==> config.mk <==
export PLATFORM = sky130hd
export DESIGN_NAME = ula_arbiter
export DESIGN_NICKNAME = d
export VERILOG_FILES = /design/src/rtl/ula_pkg.sv /design/src/rtl/ula_arbiter_opcode_decoder.sv /design/src/rtl/ula_arbiter.sv
export SDC_FILE = /design/constraint.sdc
export NUM_CORES = 1
export LEC_CHECK = 0
export ABC_AREA = 0
export CORE_UTILIZATION = 40
export CTS_CLUSTER_SIZE = 28
export DETAILED_ROUTE_END_ITERATION = 10
export PLACE_DENSITY = 0.81
export SLEW_MARGIN = 25
export SYNTH_ARGS = -nofsm -noshare
export SYNTH_HDL_FRONTEND = slang
export SYNTH_SLANG_ARGS = --single-unit
==> constraint.sdc <==
create_clock -name clk -period 2.85 [get_ports clk]
set_input_delay 0.4275 -clock clk [delete_from_list [all_inputs] [get_ports clk]]
set_output_delay 0.4275 -clock clk [all_outputs]
set_load 0.02 [all_outputs]
==> src/rtl/ula_pkg.sv <==
// Shared definitions for the multiprocessor ULA arbiter: core opcodes,
// ULA operation codes and the arbiter state encoding.
package ula_pkg;

    localparam logic [7:0] OP_ADD  = 8'h01;
    localparam logic [7:0] OP_SUB  = 8'h02;
    localparam logic [7:0] OP_MUL  = 8'h03;
    localparam logic [7:0] OP_DIV  = 8'h04;
    localparam logic [7:0] OP_MOD  = 8'h05;
    localparam logic [7:0] OP_AND  = 8'h06;
    localparam logic [7:0] OP_OR   = 8'h07;
    localparam logic [7:0] OP_XOR  = 8'h08;
    localparam logic [7:0] OP_NOT  = 8'h09;
    localparam logic [7:0] OP_NOR  = 8'h0A;
    localparam logic [7:0] OP_NAND = 8'h0B;
    localparam logic [7:0] OP_XNOR = 8'h0C;

    localparam logic [3:0] ULA_INVALID = 4'h0;
    localparam logic [3:0] ULA_ADD     = 4'h1;
    localparam logic [3:0] ULA_SUB     = 4'h2;
    localparam logic [3:0] ULA_MUL     = 4'h3;
    localparam logic [3:0] ULA_DIV     = 4'h4;
    localparam logic [3:0] ULA_MOD     = 4'h5;
    localparam logic [3:0] ULA_AND     = 4'h6;
    localparam logic [3:0] ULA_OR      = 4'h7;
    localparam logic [3:0] ULA_XOR     = 4'h8;
    localparam logic [3:0] ULA_NOT     = 4'h9;
    localparam logic [3:0] ULA_NOR     = 4'hA;
    localparam logic [3:0] ULA_NAND    = 4'hB;
    localparam logic [3:0] ULA_XNOR    = 4'hC;

    typedef enum logic [1:0] {
        IDLE,
        ISSUE,
        WAIT,
        RESPOND
    } arb_state_t;

endpackage

==> src/rtl/ula_arbiter_opcode_decoder.sv <==
// Combinational translation of an 8-bit core opcode into the 4-bit ULA
// operation code; anything outside the known set maps to ULA_INVALID.
module opcode_decoder
    import ula_pkg::*;
(
    input  logic [7:0] opcode,
    output logic [3:0] ula_code
);

    always_comb begin
        // NOTE: assigning a default before the case keeps this purely combinational (no latch).
        ula_code = ULA_INVALID;
        case (opcode)
            OP_ADD:  ula_code = ULA_ADD;
            OP_SUB:  ula_code = ULA_SUB;
            OP_MUL:  ula_code = ULA_MUL;
            OP_DIV:  ula_code = ULA_DIV;
            OP_MOD:  ula_code = ULA_MOD;
            OP_AND:  ula_code = ULA_AND;
            OP_OR:   ula_code = ULA_OR;
            OP_XOR:  ula_code = ULA_XOR;
            OP_NOT:  ula_code = ULA_NOT;
            OP_NOR:  ula_code = ULA_NOR;
            OP_NAND: ula_code = ULA_NAND;
            OP_XNOR: ula_code = ULA_XNOR;
            default: ula_code = ULA_INVALID;
        endcase
    end

endmodule

==> src/rtl/ula_arbiter.sv <==
// Round-robin arbiter that shares one ULA among NUM_CORES cores, launching
// each operation through a start/done handshake and returning the result.
module ula_arbiter
    import ula_pkg::*;
#(
    parameter int NUM_CORES  = 4,
    parameter int DATA_WIDTH = 8,
    parameter int TIMEOUT    = 255
) (
    input  logic                            clk,
    input  logic                            reset,
    input  logic [NUM_CORES-1:0]            req,
    input  logic [NUM_CORES*8-1:0]          opcode,
    input  logic [NUM_CORES*DATA_WIDTH-1:0] operand_a,
    input  logic [NUM_CORES*DATA_WIDTH-1:0] operand_b,
    output logic [NUM_CORES-1:0]            grant,
    output logic [NUM_CORES-1:0]            resp_valid,
    output logic [DATA_WIDTH-1:0]           resp_result,
    output logic                            resp_error,
    output logic [3:0]                      ula_operation,
    output logic [DATA_WIDTH-1:0]           ula_a,
    output logic [DATA_WIDTH-1:0]           ula_b,
    output logic                            ula_start,
    input  logic                            ula_done,
    input  logic [DATA_WIDTH-1:0]           ula_result,
    output logic                            busy
);

    localparam int IW = $clog2(NUM_CORES);
    localparam int CW = $clog2(TIMEOUT + 1);
    localparam logic [NUM_CORES-1:0] ONE = {{(NUM_CORES-1){1'b0}}, 1'b1};

    arb_state_t      state, state_next;
    logic [IW-1:0]   rr_ptr, owner, pick;
    logic            pick_valid;
    logic [7:0]      pick_opcode;
    logic [3:0]      pick_code;
    logic [CW-1:0]   wait_cnt;
    logic            wait_expired;

    // First requester at or after rr_ptr: scanning offsets downward lets the
    // smallest offset overwrite the others.
    always_comb begin
        pick       = '0;
        pick_valid = 1'b0;
        for (int i = NUM_CORES - 1; i >= 0; i--) begin
            if (req[(int'(rr_ptr) + i) % NUM_CORES]) begin
                pick       = IW'((int'(rr_ptr) + i) % NUM_CORES);
                pick_valid = 1'b1;
            end
        end
    end

    assign pick_opcode  = opcode[int'(pick)*8 +: 8];
    assign wait_expired = (wait_cnt == CW'(TIMEOUT - 1));

    opcode_decoder u_decoder (
        .opcode   (pick_opcode),
        .ula_code (pick_code)
    );

    always_comb begin
        state_next = state;
        case (state)
            IDLE:    if (pick_valid)
                         state_next = (pick_code == ULA_INVALID) ? RESPOND : ISSUE;
            ISSUE:   state_next = WAIT;
            WAIT:    if (ula_done || wait_expired) state_next = RESPOND;
            RESPOND: if (|resp_valid) state_next = IDLE;
            default: state_next = IDLE;
        endcase
    end

    always_ff @(posedge clk) begin
        // NOTE: every register uses non-blocking assignment so all flops update from pre-edge values.
        if (reset) state <= IDLE;
        else       state <= state_next;
    end

    always_ff @(posedge clk) begin
        if (reset) begin
            rr_ptr        <= '0;
            owner         <= '0;
            wait_cnt      <= '0;
            grant         <= '0;
            resp_valid    <= '0;
            resp_result   <= '0;
            resp_error    <= 1'b0;
            ula_start     <= 1'b0;
            ula_operation <= ULA_INVALID;
            ula_a         <= '0;
            ula_b         <= '0;
            busy          <= 1'b0;
        end else begin
            ula_start  <= 1'b0;
            resp_valid <= '0;
            busy       <= (state_next != IDLE);
            case (state)
                IDLE: if (pick_valid) begin
                    owner    <= pick;
                    grant    <= ONE << pick;
                    wait_cnt <= '0;
                    if (pick_code != ULA_INVALID) begin
                        ula_start     <= 1'b1;
                        ula_operation <= pick_code;
                        ula_a         <= operand_a[int'(pick)*DATA_WIDTH +: DATA_WIDTH];
                        ula_b         <= operand_b[int'(pick)*DATA_WIDTH +: DATA_WIDTH];
                    end
                end
                ISSUE: ;
                WAIT: begin
                    if (ula_done || wait_expired) begin
                        resp_valid    <= grant;
                        resp_result   <= ula_done ? ula_result : '0;
                        resp_error    <= !ula_done;
                        ula_operation <= ULA_INVALID;
                        ula_a         <= '0;
                        ula_b         <= '0;
                    end else begin
                        wait_cnt <= wait_cnt + CW'(1);
                    end
                end
                RESPOND: begin
                    if (|resp_valid) begin
                        grant       <= '0;
                        resp_error  <= 1'b0;
                        resp_result <= '0;
                        rr_ptr      <= (owner == IW'(NUM_CORES - 1)) ? '0 : owner + IW'(1);
                    end else begin
                        // Rejected opcode: the response goes out one cycle after entry.
                        resp_valid  <= grant;
                        resp_error  <= 1'b1;
                        resp_result <= '0;
                    end
                end
                default: ;
            endcase
        end
    end

endmodule
==> impl_metrics.toml, run 1 <==
[routing]
vias = 3035
wl_mm = 8.45
drtAntennaViolNets = 0
wl_per_cell_microns = 14.7
first_iter_violations = 174
viasPerCell = 5.30
drc_errors = 0
drtPass1Iterations = 6

[power]
p_leak_nw = 1.82
power_density_nw_per_um2 = 384
ir_drop_uv = 224
comb_power_share = 0.235
power_switching_w = 0.000433
intPower_w = 0.00136
p_sw_frac = 0.241
pwr-share-clk = 0.336
seqPwrFrac = 0.429

[global_routing]
antenna_found_initial = 0
grt.total_usage = 0.233
grt-ovfl-total = 0
grt_first_pass_wirelength_mm = 13.8
grt_max_degree = 27
grt_pass1_vias = 3054

[clocking]
path_clk_slew_ps = 90
htree_levels = 2
cts-root-buf = "clkbuf_8"
cts.path.max_buffers = 2
numCtsBuffers = 5
cts_resized = 0
cts.sinks = 53
hold_buffers = 0
cts_tree = "built"
clock_latency_ps = 310
postCtsSetupBuffers = 0

[placement]
hpwl_mm = 6.65
postPlaceCellArea_sq_um = 4530
port_buffers = 149
pre_cts_ws_ps = -73.5
gp_congestion = 0.913

[timing]
hold_viol = 0
setup_slack_ps = 218
tightest_slew_ps = 725
fmax_mhz = 380
rsz0062_at_grt = "false"
period_minus_slack_ps = 2630
fin_skew_ps = 12.5
slew_headroom = 0.516
drv_slew = 0
fin_crit_sh = 0.924
setup_viol = 0

[die]
die_area_sq_um = 7460
pin_count = 150
rows = 30
fp.dieH_microns = 86.4
core_region_area_sq_um = 6830
floorplan.die.width_microns = 86.4
initial_core_util = 0.417

[synthesis]
synth-main-ff-cell = "dfxtp_1"
yosysWarnings = 0
yosysUniqueCellTypes = 53
netlist_area_sq_um = 2850
synth_seq_cells = 53
syn_nets = 435
synthArstFlopShare = 0
syn_inst = 321
synth_edf_count = 0
syn_avg_cell_area_sq_um = 8.88
ys_seq_area_frac = 0.372

[final_layout]
antenna_cells = 0
drive_gt1_frac = 0.0901
fin_area_sq_um = 4670
area_growth_pct = 63.9
nets = 590

[min_path]
hp-class = "reg -> reg"

[job]
maxCapViolCount = 0

[setup_path]
startpoint_type = "input port"
end_kind = "flop"
cp_max_fo = 17
arrival_ps = 2860
reg2reg_slack_ps = 340
worstPathRequired_ps = 3080
worstSetupPathType = "in -> reg"

[outcome]
status = "finished, final reports clean"
## power groups by stage
stage	Sequential [W]	Clock, W	Combinational [W]
6_report	0.000770	0.000603	0.000422
5_1_grt	0.000772	0.000644	0.000455
4_1_cts	0.000770	0.000611	0.000424
3_5_place_dp	0.000787	0	0.000421
3_3_place_gp	0.000786	0	0.000414
2_1_floorplan	0.000794	0	0.000174
## area by class of cell
class | instances | area, sq um
Fill cell | 565 | 2160
Multi-Input combinational cell | 245 | 1680
Timing Repair Buffer | 169 | 1670
Sequential cell | 53 | 1060
Tap cell | 96 | 120
Clock buffer | 5 | 68.8
Clock inverter | 3 | 68.8
Inverter | 2 | 7.51
## cells by family after synthesis
group | after synthesis | share of synthesized area
xor+xnor | 6 | 0.0184
flops | 53 | 0.372
compound gates | 74 | 0.206
buf+inv | 23 | 0.0400
mux | 37 | 0.133
fa+ha+maj | 3 | 0.0132
simple gates | 125 | 0.217
## critical path, cell delays in order
cell,delay (ps)
clkdlybuf4s50_1,490
nand2b_1,170
a21oi_1,130
nor3_4,240
buf_4,190
mux2_2,360
and2_1,210
o211ai_4,240
buf_12,200
mux2i_1,200
## path summary, 6_finish.rpt
| kind | start | endpoint | depth (start not counted) |
|---|---|---|---|
| min | resp_result[0] | resp_result[0] | 2 |
| min reg2reg | resp_result[0] | resp_result[0] | 2 |
| max reg2reg | rr_ptr[1] | ula_a[0] | 9 |
| max | req[1] | ula_a[0] | 10 |
## state kept, by name, summed over array words and instances (netlist names), 2 cells and up
register / count
state: 2
resp_result: 8
ula_b: 8
wait_cnt: 8
resp_valid: 4
owner: 2
rr_ptr: 2
ula_a: 8
ula_operation: 4
grant: 4
## Yosys cell counts (all sizes together) (3+ instances only)
library cell | number | area [sq um]
mux2i | 33 | 330
nand3 | 9 | 45.0
a21o | 18 | 135
clkbuf | 16 | 60.1
dfxtp | 53 | 1060
a22oi | 4 | 30.0
nand4 | 4 | 25.0
a222oi | 16 | 160
nor2 | 27 | 101
nor4 | 4 | 25.0
nand2 | 44 | 165
a21oi | 19 | 103
xor2 | 4 | 35.0
nand2b | 8 | 55.1
mux2 | 4 | 48.8
and2 | 9 | 56.3
ha | 3 | 37.5
nor3 | 8 | 51.3
buf | 5 | 46.3
## cells in the final DEF, fill, tap and decap left out, types with 16 or more instances in the layout
master             n
nand2_1           44
a21oi_1           17
mux2i_1           33
nor2_1            26
clkdlybuf4s50_1  149
a21o_1            18
buf_4             18
dfxtp_1           53
a222oi_1          16
## routing by layer
layer,part of all wire,GRT usage,up-vias
met3,0.055,0.0476,17
met1,0.41,0.271,1421
li1,-,-,1493
met4,0.020,0.0727,0
met2,0.52,0.429,104
met5,0,0,-
## through the flow
step / std cells / hold slack [ps] / util / power [W] / TNS, ps
floorplan: 321 / 465 / - / 0.000968 / 0
global placement: 565 / 437 / 0.663 / 0.00120 / 0
detailed placement: 565 / 444 / 0.663 / 0.00121 / -770
CTS: 573 / 457 / 0.684 / 0.00180 / 0
global route: 573 / 476 / 0.684 / 0.00187 / 0
finish: 573 / 453 / 0.684 / 0.00179 / 0
(Power assumes the default switching activity.)
==> run 2: changes to the inputs <==
CORE_MARGIN = 5   (was unset)
HOLD_SLACK_MARGIN = 0.06   (was unset)
SKIP_CTS_REPAIR_TIMING = 1   (was unset)
==> run 2 against run 1 <==
  * Utilization shrank 1.1 points
  * Worst hold slack better by 3.5 ps
  * Largest cell class unchanged
  * Power is 10% lower
  * Critical path type unchanged
==> impl_metrics.toml, run 2 (synthesized netlist as in run 1, its figures left out) <==
[job]
maxCapViolCount = 0

[clocking]
clock_latency_ps = 290
cts.path.max_buffers = 2
cts_tree = "built"
htree_levels = 2
cts.sinks = 53
path_clk_slew_ps = 100
numCtsBuffers = 5
cts-root-buf = "clkbuf_8"

[final_layout]
area_growth_pct = 62.2
n_fill_cell = 555
fin_area_sq_um = 4620
multiInputGateArea_sq_um = 1670
drive_gt1_frac = 0.0881
mostFrequentLayoutCells = "149 x clkdlybuf4s50_1, 53 x dfxtp_1, 44 x nand2_1"
final_common_cell = "clkdlybuf4s50_1"
antenna_cells = 0
nets = 590
register_area_sq_um = 1060

[setup_path]
critPathCapture = "ula_b[2]"
arrival_ps = 2880
worstPathRequired_ps = 3070
timing.critical_path.from = "req[1]"
reg2reg_depth = 9
r2r_end = "ula_b[2]"
end_kind = "flop"
worst_r2r_startpoint = "rr_ptr[1]"
worstSetupPathType = "in -> reg"
cp_max_fo = 21
startpoint_type = "input port"
reg2reg_slack_ps = 400

[global_routing]
grt-ovfl-total = 0
grt_max_degree = 33
grt_first_pass_wirelength_mm = 14.4
grt.total_usage = 0.200
grt_pass1_vias = 3141
antenna_found_initial = 0

[timing]
slew_headroom = 0.542
whs_ps = 457
tightest_slew_ps = 686
drv_slew = 0
fin_crit_sh = 0.932
period_minus_slack_ps = 2660
fin_skew_ps = 6.64
setup_tns_ps = 0
hold_viol = 0
fmax_mhz = 377
setup_viol = 0
rsz0062_at_grt = "false"

[routing]
wl_per_cell_microns = 15.7
drtPass1Iterations = 6
wl_mm = 9.02
viasPerCell = 5.24
first_iter_violations = 170
vias = 3002
drc_errors = 0
drtAntennaViolNets = 0

[power]
power_density_nw_per_um2 = 348
p_leak_nw = 1.79
ir_drop_uv = 170

[die]
initial_core_util = 0.415
fp.dieH_microns = 94.4
rows = 30
pin_count = 150
die_area_sq_um = 8910
core_region_area_sq_um = 6870
floorplan.die.width_microns = 94.4

[min_path]
hp-class = "reg -> reg"

[placement]
hpwl_mm = 7.10
gp_congestion = 0.830
port_buffers = 149
postPlaceCellArea_sq_um = 4530

[outcome]
status = "finished, final reports clean"
-- run 2: routing by layer --
metal	part of all wire	track usage	up-vias
li1	-	-	1495
met1	0.41	0.237	1385
met2	0.51	0.354	114
met3	0.077	0.0558	8
met4	0.012	0.0554	0
met5	0	0	-
-- run 2: layout make-up --
type / instances / area share
clock buffer: 5 / 0.0149
clock inverter: 3 / 0.00487
inverter: 2 / 0.00162
multi-input combinational: 245 / 0.362
sequential: 53 / 0.230
tap: 96 / 0.0260
timing repair buffer: 169 / 0.361
-- run 2: how the worst min path moves through the flow --
stage	start	endpoint	cells past startpoint	slack, ps
2_1_floorplan	owner[1]	owner[1]	2	460
4_1_cts	resp_result[4]	resp_result[4]	2	460
3_5_place_dp	resp_result[4]	resp_result[4]	2	440
3_3_place_gp	resp_result[4]	resp_result[4]	2	440
6_report	resp_result[4]	resp_result[4]	2	460
5_1_grt	resp_result[7]	resp_result[7]	2	480
-- run 2: metrics by stage --
stage	cells	util	power (W)	setup WS, ps
after global routing	573	0.673	0.00169	45.4
after floorplan	321	-	0.000968	588
after CTS	573	0.673	0.00162	180
after global placement	565	0.659	0.00120	10.0
after detailed placement	565	0.659	0.00121	-129
final	573	0.673	0.00161	195
-- run 2: where the power goes --
part / switching, W / total, W / internal (W)
Combinational: 0.000172 / 0.000426 / 0.000253
Sequential: 0.0000131 / 0.000769 / 0.000756
Clock: 0.000240 / 0.000413 / 0.000173
-- run 2: critical path, stage by stage --
cell and delay (ps):
clkdlybuf4s50_1 530, nand2b_1 160, a21oi_1 120, nor3_4 240, buf_4 190, mux2_2 370, and2_1 210, o211ai_4 210
buf_12 210, mux2i_1 200
==> run 3: changes to the inputs <==
CTS_BUF_LIST = sky130_fd_sc_hd__clkbuf_16   (was unset)
==> run 3 against run 2 <==
  * Largest cell class unchanged
  * Sequential power about the same
  * Via count is 0.90% higher
  * Utilization is 0.82 points higher
  * Critical path type unchanged
==> impl_metrics.toml, run 3 (synthesized netlist as in run 1, its figures left out) <==
[routing]
wl_per_cell_microns = 15.9
drc_errors = 0
vias = 3029
drtPass1Iterations = 6
viasPerCell = 5.29
wl_mm = 9.12
first_iter_violations = 187
drtAntennaViolNets = 0

[power]
power_density_nw_per_um2 = 381
ir_drop_uv = 234
p_leak_nw = 1.81

[die]
core_region_area_sq_um = 6870
die_area_sq_um = 8910
rows = 30
floorplan.die.width_microns = 94.4
fp.dieH_microns = 94.4
pin_count = 150
initial_core_util = 0.415

[global_routing]
grt-ovfl-total = 0
antenna_found_initial = 0
grt_max_degree = 33
grt_first_pass_wirelength_mm = 14.6
grt.total_usage = 0.204
grt_pass1_vias = 3164

[placement]
port_buffers = 149
gp_congestion = 0.830
hpwl_mm = 7.10
pre_cts_ws_ps = -129

[final_layout]
area_growth_pct = 64.2
antenna_cells = 0
final_common_cell = "clkdlybuf4s50_1"
n_fill_cell = 544
drive_gt1_frac = 0.0881
mostFrequentLayoutCells = "149 x clkdlybuf4s50_1, 53 x dfxtp_1, 44 x nand2_1"
nets = 590

[setup_path]
end_kind = "flop"
arrival_ps = 2870
cpMaxStageDelayCell = "clkdlybuf4s50_1"
critical_path_buf_inv_count = 3
crit_family = "buffers and inverters"
crit_chain = "clkdlybuf4s50_1, nand2b_1, a21oi_1, nor3_4, buf_4, mux2_2, and2_1, o211ai_4, buf_12, mux2i_1"
cpPeakStageDelay_ps = 530
worstPathRequired_ps = 3060
worstSetupPathType = "in -> reg"
startpoint_type = "input port"
reg2reg_slack_ps = 410
cp_max_fo = 21

[timing]
setup_tns_ps = 0
drv_slew = 0
setup_slack_ps = 192
setup_viol = 0
fin_crit_sh = 0.933
fmax_mhz = 376
hold_viol = 0
tightest_slew_ps = 661
rsz0062_at_grt = "false"
period_minus_slack_ps = 2660
fin_skew_ps = 6.68
slew_headroom = 0.558

[clocking]
cts-root-buf = "clkbuf_16"
htree_levels = 2
cts.sinks = 53
numCtsBuffers = 5
path_clk_slew_ps = 70
cts.path.max_buffers = 2
clock_latency_ps = 290
cts_tree = "built"

[job]
maxCapViolCount = 0

[outcome]
status = "finished, final reports clean"

[min_path]
hp-class = "reg -> reg"
-- run 3: final timing paths --
check                      start        endpoint  cells after the start
setup / recovery          req[1]        ula_b[2]                     10
hold / removal    resp_result[7]  resp_result[7]                      2
setup reg to reg       rr_ptr[1]        ula_b[2]                      9
hold reg to reg   resp_result[7]  resp_result[7]                      2
-- run 3: final cells by class --
type / count / area, sq um / share of cell area
timing repair buffer: 169 / 1670 / 0.356
clock buffer: 5 / 125 / 0.0268
sequential: 53 / 1060 / 0.227
multi-input combinational: 245 / 1670 / 0.358
clock inverter: 3 / 22.5 / 0.00482
inverter: 2 / 7.51 / 0.00161
tap: 96 / 120 / 0.0257
-- run 3: where the power goes --
| group | leakage, nW | switching [W] | internal [W] |
|---|---|---|---|
| registers | 0.429 | 0.0000134 | 0.000757 |
| logic | 1.32 | 0.000173 | 0.000253 |
| clock network | 0.0621 | 0.000260 | 0.000325 |
-- run 3: worst min-delay path, cell delays in order, from the launching register on --
cell,delay [ps]
dfxtp_1,310
nand2_1,50
a21oi_1,50
-- run 3: per-layer routing --
layer	share of wire	track usage	vias to the layer above
met5	0	0	-
met4	0.015	0.0626	0
met3	0.073	0.0582	12
met2	0.51	0.361	107
met1	0.40	0.238	1413
li1	-	-	1497
-- run 3: stage by stage --
step	utilization	cells	hold WS [ps]	power, W	area (sq um)
3_5_place_dp	0.659	565	443	0.00121	4530
4_1_cts	0.681	573	453	0.00179	4680
2_1_floorplan	-	321	465	0.000968	2850
5_1_grt	0.681	573	478	0.00186	4680
3_3_place_gp	0.659	565	438	0.00120	4530
6_report	0.681	573	455	0.00178	4680
